<file path="src/rtl/spi_cmd_responder_if.sv">
// Memory-map bus between the SPI command responder (master) and the register file (slave).
interface spi_cmd_responder_if #(
  parameter int unsigned ADDR_W = 8
);
  logic [ADDR_W-1:0] mem_addr;
  logic [15:0]       mem_wdata;
  logic              mem_we;
  logic              mem_re;
  logic [15:0]       mem_rdata;

  modport master (output mem_addr, mem_wdata, mem_we, mem_re, input mem_rdata);
  modport slave  (input mem_addr, mem_wdata, mem_we, mem_re, output mem_rdata);
endinterface

</file>
<file path="src/rtl/spi_cmd_responder.sv">
// SPI mode-3 command responder: decodes CMD/ADDR/DATA frames into memory-map strobes and enable pulses.
// Optional readback path (ADDR_RD/DATA_RD, mem_re, MISO shifter) enabled by SPI_RESP_READBACK_EN.
`ifndef C_MEM_WR
`define C_MEM_WR 16'h0057
`endif
`ifndef C_MEM_RD
`define C_MEM_RD 16'h0052
`endif
`ifndef C_EN_SET
`define C_EN_SET 16'h0045
`endif
`ifndef C_EN_CLR
`define C_EN_CLR 16'h0044
`endif

module spi_cmd_responder #(
  parameter int unsigned ADDR_W  = 8,
  parameter int unsigned SYNC_FF = 2
) (
  input  logic                CLK_EXT,
  input  logic                ENABLE,
  input  logic                spi_clk,
  input  logic                spi_mosi,
  input  logic                spi_csn,
  output logic                spi_miso,
  spi_cmd_responder_if.master mem,
  output logic                en_set,
  output logic                en_clr,
  output logic                frame_err
);

  typedef enum logic [2:0] {
    IDLE, CMD, ADDR_WR, DATA_WR, ADDR_RD, DATA_RD, IGNORE
  } state_t;

  logic [SYNC_FF-1:0] sck_sync_q, csn_sync_q, mosi_sync_q;
  logic               sck_prev_q, csn_prev_q;
  logic               sck_s, csn_s, mosi_s;
  logic               sck_rise, sck_fall, csn_rise, csn_fall;

  logic [15:0]        rx_sr_q;
  logic [3:0]         bit_cnt_q;
  logic               word_done_q;

  state_t             state_q;
  logic [ADDR_W-1:0]  mem_addr_q;
  logic [15:0]        mem_wdata_q;
  logic               mem_we_q;
  logic               en_set_q, en_clr_q, frame_err_q;

  // Synchronisers; sck/csn preset high so reset release never looks like an edge
  always_ff @(posedge CLK_EXT or negedge ENABLE) begin
    if (!ENABLE) begin
      sck_sync_q  <= '1;
      csn_sync_q  <= '1;
      mosi_sync_q <= '0;
      sck_prev_q  <= 1'b1;
      csn_prev_q  <= 1'b1;
    end else begin
      sck_sync_q  <= {sck_sync_q[SYNC_FF-2:0], spi_clk};
      csn_sync_q  <= {csn_sync_q[SYNC_FF-2:0], spi_csn};
      mosi_sync_q <= {mosi_sync_q[SYNC_FF-2:0], spi_mosi};
      sck_prev_q  <= sck_sync_q[SYNC_FF-1];
      csn_prev_q  <= csn_sync_q[SYNC_FF-1];
    end
  end

  assign sck_s    = sck_sync_q[SYNC_FF-1];
  assign csn_s    = csn_sync_q[SYNC_FF-1];
  assign mosi_s   = mosi_sync_q[SYNC_FF-1];
  assign sck_rise = sck_s & ~sck_prev_q;
  assign sck_fall = ~sck_s & sck_prev_q;
  assign csn_rise = csn_s & ~csn_prev_q;
  assign csn_fall = ~csn_s & csn_prev_q;

  // Receive shifter; word_done pulses the clk after the 16th rising edge
  always_ff @(posedge CLK_EXT or negedge ENABLE) begin
    if (!ENABLE) begin
      rx_sr_q     <= '0;
      bit_cnt_q   <= '0;
      word_done_q <= 1'b0;
    end else begin
      word_done_q <= 1'b0;
      if (csn_fall) begin
        bit_cnt_q <= '0;
      end else if (sck_rise && !csn_s) begin
        rx_sr_q     <= {rx_sr_q[14:0], mosi_s};
        bit_cnt_q   <= bit_cnt_q + 4'd1;
        word_done_q <= (bit_cnt_q == 4'd15);
      end
    end
  end

`ifdef SPI_RESP_READBACK_EN
  logic        mem_re_q;
  logic        rd_load_q;
  logic [15:0] tx_sr_q;
`endif

  // Frame decoder; a completed word is acted on even if csn rises in the same clk
  always_ff @(posedge CLK_EXT or negedge ENABLE) begin
    if (!ENABLE) begin
      state_q     <= IDLE;
      mem_addr_q  <= '0;
      mem_wdata_q <= '0;
      mem_we_q    <= 1'b0;
      en_set_q    <= 1'b0;
      en_clr_q    <= 1'b0;
      frame_err_q <= 1'b0;
`ifdef SPI_RESP_READBACK_EN
      mem_re_q    <= 1'b0;
`endif
    end else begin
      mem_we_q    <= 1'b0;
      en_set_q    <= 1'b0;
      en_clr_q    <= 1'b0;
      frame_err_q <= 1'b0;
`ifdef SPI_RESP_READBACK_EN
      mem_re_q    <= 1'b0;
`endif
      if (mem_we_q) mem_addr_q <= mem_addr_q + ADDR_W'(1);

      if (word_done_q) begin
        case (state_q)
          CMD: begin
            case (rx_sr_q)
              `C_MEM_WR: state_q <= ADDR_WR;
`ifdef SPI_RESP_READBACK_EN
              `C_MEM_RD: state_q <= ADDR_RD;
`endif
              `C_EN_SET: begin
                en_set_q <= 1'b1;
                state_q  <= IGNORE;
              end
              `C_EN_CLR: begin
                en_clr_q <= 1'b1;
                state_q  <= IGNORE;
              end
              default: begin
                frame_err_q <= 1'b1;
                state_q     <= IGNORE;
              end
            endcase
          end
          ADDR_WR: begin
            mem_addr_q <= rx_sr_q[ADDR_W-1:0];
            state_q    <= DATA_WR;
          end
          DATA_WR: begin
            mem_wdata_q <= rx_sr_q;
            mem_we_q    <= 1'b1;
          end
`ifdef SPI_RESP_READBACK_EN
          ADDR_RD: begin
            mem_addr_q <= rx_sr_q[ADDR_W-1:0];
            mem_re_q   <= 1'b1;
            state_q    <= DATA_RD;
          end
          DATA_RD: begin
            mem_addr_q <= mem_addr_q + ADDR_W'(1);
            mem_re_q   <= 1'b1;
          end
`endif
          default: ;
        endcase
      end

      if (csn_fall) begin
        state_q <= CMD;
      end else if (csn_rise) begin
        state_q <= IDLE;
        if (bit_cnt_q != 4'd0) frame_err_q <= 1'b1;
      end
    end
  end

`ifdef SPI_RESP_READBACK_EN
  // MISO shifter: loads read data two clks after mem_re, shifts on falls after the first
  always_ff @(posedge CLK_EXT or negedge ENABLE) begin
    if (!ENABLE) begin
      tx_sr_q   <= '0;
      rd_load_q <= 1'b0;
    end else begin
      rd_load_q <= mem_re_q;
      if (state_q != DATA_RD)                          tx_sr_q <= '0;
      else if (rd_load_q)                              tx_sr_q <= mem.mem_rdata;
      else if (sck_fall && !csn_s && bit_cnt_q != 4'd0) tx_sr_q <= {tx_sr_q[14:0], 1'b0};
    end
  end

  assign mem.mem_re = mem_re_q;
  assign spi_miso   = tx_sr_q[15];
`else
  assign mem.mem_re = 1'b0;
  assign spi_miso   = 1'b0;
`endif

  assign mem.mem_addr  = mem_addr_q;
  assign mem.mem_wdata = mem_wdata_q;
  assign mem.mem_we    = mem_we_q;
  assign en_set        = en_set_q;
  assign en_clr        = en_clr_q;
  assign frame_err     = frame_err_q;

endmodule
</file>
<file path="src/flat_wrapper.sv">
// flat-port wrapper written by rule: the top's interface ports become plain ports
module spi_cmd_responder_flat 
#(
  parameter int unsigned ADDR_W  = 8,
  parameter int unsigned SYNC_FF = 2
)
  (CLK_EXT, ENABLE, spi_clk, spi_mosi, spi_csn, spi_miso, en_set, en_clr, frame_err, mem_mem_addr, mem_mem_wdata, mem_mem_we, mem_mem_re, mem_mem_rdata);
  spi_cmd_responder_if #(.ADDR_W(ADDR_W)) mem_i ();
  input  logic CLK_EXT;
  input  logic ENABLE;
  input  logic spi_clk;
  input  logic spi_mosi;
  input  logic spi_csn;
  output logic spi_miso;
  output logic en_set;
  output logic en_clr;
  output logic frame_err;
  output wire logic [$bits(mem_i.mem_addr)-1:0] mem_mem_addr;
  output wire logic [$bits(mem_i.mem_wdata)-1:0] mem_mem_wdata;
  output wire logic [$bits(mem_i.mem_we)-1:0] mem_mem_we;
  output wire logic [$bits(mem_i.mem_re)-1:0] mem_mem_re;
  input wire logic [$bits(mem_i.mem_rdata)-1:0] mem_mem_rdata;
  assign mem_mem_addr = mem_i.mem_addr;
  assign mem_mem_wdata = mem_i.mem_wdata;
  assign mem_mem_we = mem_i.mem_we;
  assign mem_mem_re = mem_i.mem_re;
  assign mem_i.mem_rdata = mem_mem_rdata;
  spi_cmd_responder #(.ADDR_W(ADDR_W), .SYNC_FF(SYNC_FF)) u_core (.CLK_EXT(CLK_EXT), .ENABLE(ENABLE), .spi_clk(spi_clk), .spi_mosi(spi_mosi), .spi_csn(spi_csn), .spi_miso(spi_miso), .mem(mem_i), .en_set(en_set), .en_clr(en_clr), .frame_err(frame_err));
endmodule
</file>
<file path="config.mk">
export PLATFORM = sky130hd
export DESIGN_NAME = spi_cmd_responder_flat
export DESIGN_NICKNAME = d
export VERILOG_FILES = /design/src/rtl/spi_cmd_responder_if.sv /design/src/rtl/spi_cmd_responder.sv /design/src/flat_wrapper.sv
export SDC_FILE = /design/constraint.sdc
export NUM_CORES = 1
export LEC_CHECK = 0
export ABC_AREA = 1
export CAP_MARGIN = 20
export CORE_MARGIN = 2
export CORE_UTILIZATION = 52
export CTS_CLUSTER_DIAMETER = 100
export DETAILED_ROUTE_END_ITERATION = 6
export PLACE_DENSITY = 0.77
export SYNTH_ARGS = -nofsm -noshare
export SYNTH_HDL_FRONTEND = slang
export SYNTH_SLANG_ARGS = --single-unit
</file>
<file path="constraint.sdc">
create_clock -name CLK_EXT -period 2.8 [get_ports CLK_EXT]
set_input_delay 0.84 -clock CLK_EXT [delete_from_list [all_inputs] [get_ports CLK_EXT]]
set_output_delay 0.84 -clock CLK_EXT [all_outputs]
set_load 0.02 [all_outputs]
</file>
# After elaboration in Yosys (flattened, before gate mapping)
# Cells that the tools add are included.
[totals]
register_bits = 60
inputBits = 21
elab_cells = 67
[classes]
addsub = 2
n_eq_ne = 7
n_mux = 26
n_bitwise = 7
reduce_logical = 10
[op_table]
columns = ["cell", "n"]
rows = [
  ["16-bit by 7-bit equality test with 1-bit output (second input constant)", 3],
  ["8-bit two-way mux", 3],
  ["1-bit two-way mux", 16],
  ["3-bit two-way mux", 4],
  ["8-bit by 1-bit adder with 8-bit output (second input constant)", 1],
  ["4-bit two-way mux", 2],
  ["4-bit nonzero test", 2],
  ["3-bit by 2-bit equality test with 1-bit output (second input constant)", 2],
  ["3-bit case mux with 2 select lines", 1],
  ["2-bit AND reduction", 3],
  ["4-bit by 1-bit adder with 4-bit output (second input constant)", 1],
  ["4-bit equality test (second input constant)", 1],
  ["1-bit NOT", 4],
  ["1-bit AND", 3],
  ["3-bit by 1-bit equality test with 1-bit output (second input constant)", 1],
  ["3-bit nonzero test", 1],
  ["3-bit OR reduction", 1],
  ["2-bit nonzero test", 1],
  ["1-bit logical AND", 1],
  ["1-bit logical NOT", 1],
]

# Logic depth before layout (Yosys ltp)
[depth]
ltp_word = 8
mapped_depth = 8

# Worst setup path after synthesis
# Ideal clock, no wire load.
[synth_path]
kind = "register to output"
startpoint = "register u_core.mem_addr_q[3] (netlist: u_core.mem.mem_addr[3])"
endpoint = "output mem_mem_addr[3]"
t_arrival_ns = 0.507
required_time_ns = 1.960
path_slack_ns = 1.453
stages_incl_launch_ff = 1
path_cell_list = "dfrtp_1"
[synth_rtl]
columns = ["item", "line_no", "text"]
rows = [
  ["from (decl)", "spi_cmd_responder.sv:46", "logic [ADDR_W-1:0] mem_addr_q;"],
  ["from (signal assigned)", "spi_cmd_responder.sv:121", "if (mem_we_q) mem_addr_q <= mem_addr_q + ADDR_W'(1);"],
  ["from (signal assigned)", "spi_cmd_responder.sv:146", "mem_addr_q <= rx_sr_q[ADDR_W-1:0];"],
  ["to (decl)", "flat_wrapper.sv:18", "output wire logic [$bits(mem_i.mem_addr)-1:0] mem_mem_addr;"],
]
# No word-level cell between the ends.

# Final worst setup path
[layout_path]
startpoint = "register u_core.mem_addr_q[3] (netlist: u_core.mem.mem_addr[3])"
endpoint = "output mem_mem_addr[3]"
# No word-level cell between the ends.

==> metrics.md <==
| Metric | Value |
|---|---|
| Top-area cell type share of the netlist area | 0.4956 |
| Layout area overhead | 22.21% |
| Ys Warns | 0 |
| Maximum VDD drop | 0.4397 mV |
| Via count | 2001 |
| Post-CTS Setup Bufs | 0 |
| Die area | about 6000 sq um |
| Fin crit period | ~2.3 ns |
| Crit share post-route | 0.8227 |
| TritonRoute pass-1 iters | 4 |
| Gr usage total | 0.1913 |
| Clk slew on worst S/H paths | 0.07 ns |
| Vias in the first global route | approximately 2000 |
| DRC | 0 |
| CP Data Required Time | 1.96 ns |
| Mean Syn Cell Area | approximately 9.4 sq um |
| Most numerous cell in the Yosys netlist | nand2_1 |
| Layout cells sized above 1 | 0.2236 |
| Run status | finished, final reports clean |
| CP max stage cell | clkdlybuf4s50_1 |
| Worst Path Arrival | 1.46 ns |
| Synthesized netlist cell count | 289 |
| Clock Path Buffers | 2 |
| Startpoint types | flip-flop |
| Fraction of registers with async set/reset | 1.000 |
| Critical path depth in cells | 1 |
| Max H-tree Level | 3 |
| TritonCTS sink count | 60 |
| Ports | 51 |
| Synth cell types | 30 |
| Post-Syn Area | between 2000 and 3000 sq um |
| EDFF count, synth | 0 |
| Die Ht | around 76 um |
| Hold Crit Depth | 0 |
| Final Hold Viols | 0 |
| Slowest stage delay, CP | 0.65 ns |
| Synth Flop Type | dfrtp_1 |
| Setup TNS | 0 ns |
| Worst hold path class | reg2reg |
| Starting Density | 0.5372 |
| Power per cell area | 651.3 nW/um^2 |
| TritonCTS clock tree | yes |
| Setup violations, final | 0 |
| Register cell area after layout | 1509 sq um |
| Most frequent cells after synthesis | 60 x nand2_1, 54 x dfrtp_1, 29 x inv_1, 24 x o21ai_1, 19 x nor2_1 |
| Crit end category | output pin |
| RSZ-0062 raised after global routing | no |
| WS Path Type | reg2out |
| IO Port Bufs | 32 |
| HPWL after detailed placement | 3.452 mm |
| Cts bufs inserted | 9 |
| Reg2Reg Depth | 6 |
| Final net count | 352 |
| Post-DRT Antenna Nets | 0 |
| Util after Layout | 0.6566 |
| Routed Wire Length | about 5.0 mm |
| Worst-Skew Late Latency | 0.35 ns |
| Cell Rows | 26 |
| Root buffer cell | clkbuf_8 |
| Worst Tran Pin Value | around 0.7 ns |
| Max-cap violations | 0 |
| Number of synthesized register bits | 60 |
| Hold_buf cts | 0 |
| Largest net degree at the start of global routing | 61 |
| Global placer's final weighted congestion | 0.8048 |
| First-pass GRT wire length | 8.638 mm |
| Number of gates resized after CTS | 0 |
| P_leak | 1.523 nW |
| FMAX | 434.1 MHz |
| Core box area | approximately 5100 sq um |
| Initial antenna violation count | 0 |
| Cell taking the most area after synthesis | dfrtp_1 |
| Final slew viol count | 0 |
| Final Skew | approximately 0.0065 ns |
| Worst slew margin | 0.5306 |
| 1st-iter DRT viols | 116 |
| Crit path max-delay family | buffers and inverters |
| Tot Pwr | roughly 2.2 mW |
| Critical-path cell list | clkdlybuf4s50_1 |
| Critical path peak fanout | 7 |
| Buffers and inverters on the worst path | 1 |
| GRT overflow | 0 |
| Via density | 4.990 |
| Avg WL per Cell | 12.57 um |
| Fillers | 436 |
| Sequential share of the synthesized area | 0.5535 |
| Antenna Cells | 0 |
| Die width | ~76 um |
| Top cells by area, synth | dfrtp_1 50%, nand2_1 8.3%, dfstp_2 5.8% |
| Area of the multi-input gates | 1007 sq um |
state kept, by name, indices dropped and copies added (netlist names), 2 cells and up:
name,count
u_core.mem.mem_wdata,16
u_core.rx_sr_q,16
u_core.mem.mem_addr,8
u_core.bit_cnt_q,4
u_core.state_q,3
u_core.csn_sync_q,2
u_core.mosi_sync_q,2
u_core.sck_sync_q,2
per-stage QoR:
stage / std cells / setup slack (ns) / area (sq um) / hold slack [ns]
after global placement: 385 / 0.8843 / 3082 / 0.3347
after floorplan: 290 / 1.453 / 2730 / 0.3312
after detailed placement: 385 / 0.8682 / 3082 / 0.3363
final: 401 / 0.4965 / 3332 / 0.3505
after global routing: 401 / 0.4281 / 3332 / 0.3585
after CTS: 401 / 0.4978 / 3332 / 0.3512
cell usage in the layout (no fill, tap or decap), types with 4 or more instances in the layout:
cell and instances:
o21ai_2 15, ha_1 5, dfrtp_1 54, dfstp_2 6, nor2_1 19, nand2_1 60, inv_1 29, nand3_1 18
nor2_2 4, clkbuf_8 11, nand2_2 16, inv_2 6, clkdlybuf4s50_1 31, o21ai_1 24
layout make-up:
cell class                      instances  area share
Clock inverter                          4     0.02854
Inverter                               36     0.04056
Clock buffer                           12     0.04656
Sequential cell                        60      0.4529
Multi-Input combinational cell        185      0.3023
Timing Repair Buffer                   34      0.1029
Tap cell                               70     0.02629
routing by layer:
layer | vias to the layer above | track usage | routed length [um]
met4 | 0 | 0.1073 | 133
met3 | 12 | 0.06161 | 237
met5 | - | 0 | 0
met1 | 946 | 0.2317 | 2250
li1 | 994 | - | -
met2 | 49 | 0.3027 | 2420
logic make-up after synthesis:
group / count (synthesis) / synth area share
mux: 1 / 0.003672
xor+xnor: 2 / 0.006426
other cells: 1 / 0.001375
fa+ha+maj: 5 / 0.02295
compound gates: 45 / 0.1079
simple gates: 130 / 0.2258
buf+inv: 45 / 0.07847
flops: 60 / 0.5535
path summary, 6_finish.rpt:
kind                                                  start  slack [ns]                             endpoint
min in group asynchronous                            ENABLE        0.49  u_core.mem.mem_wdata[5]$_DFFE_PN0P_
min                         u_core.mosi_sync_q[0]$_DFF_PN0_        0.35      u_core.mosi_sync_q[1]$_DFF_PN0_
max in group asynchronous                            ENABLE        2.00       u_core.csn_sync_q[1]$_DFF_PN1_
min reg2reg                 u_core.mosi_sync_q[0]$_DFF_PN0_        0.35      u_core.mosi_sync_q[1]$_DFF_PN0_
max reg2reg                  u_core.csn_sync_q[1]$_DFF_PN1_        1.04       u_core.rx_sr_q[14]$_DFFE_PN0P_
max                        u_core.mem.mem_addr[3]$_DFF_PN0_        0.50                      mem_mem_addr[3]
where the power goes:
| part | internal, mW | switching [mW] |
|---|---|---|
| Sequential | 0.926 | 0.0615 |
| Combinational | 0.0673 | 0.139 |
| Clock | 0.639 | 0.337 |
| Total | 1.63 | 0.538 |
Power figures use the tool's default switching activity.
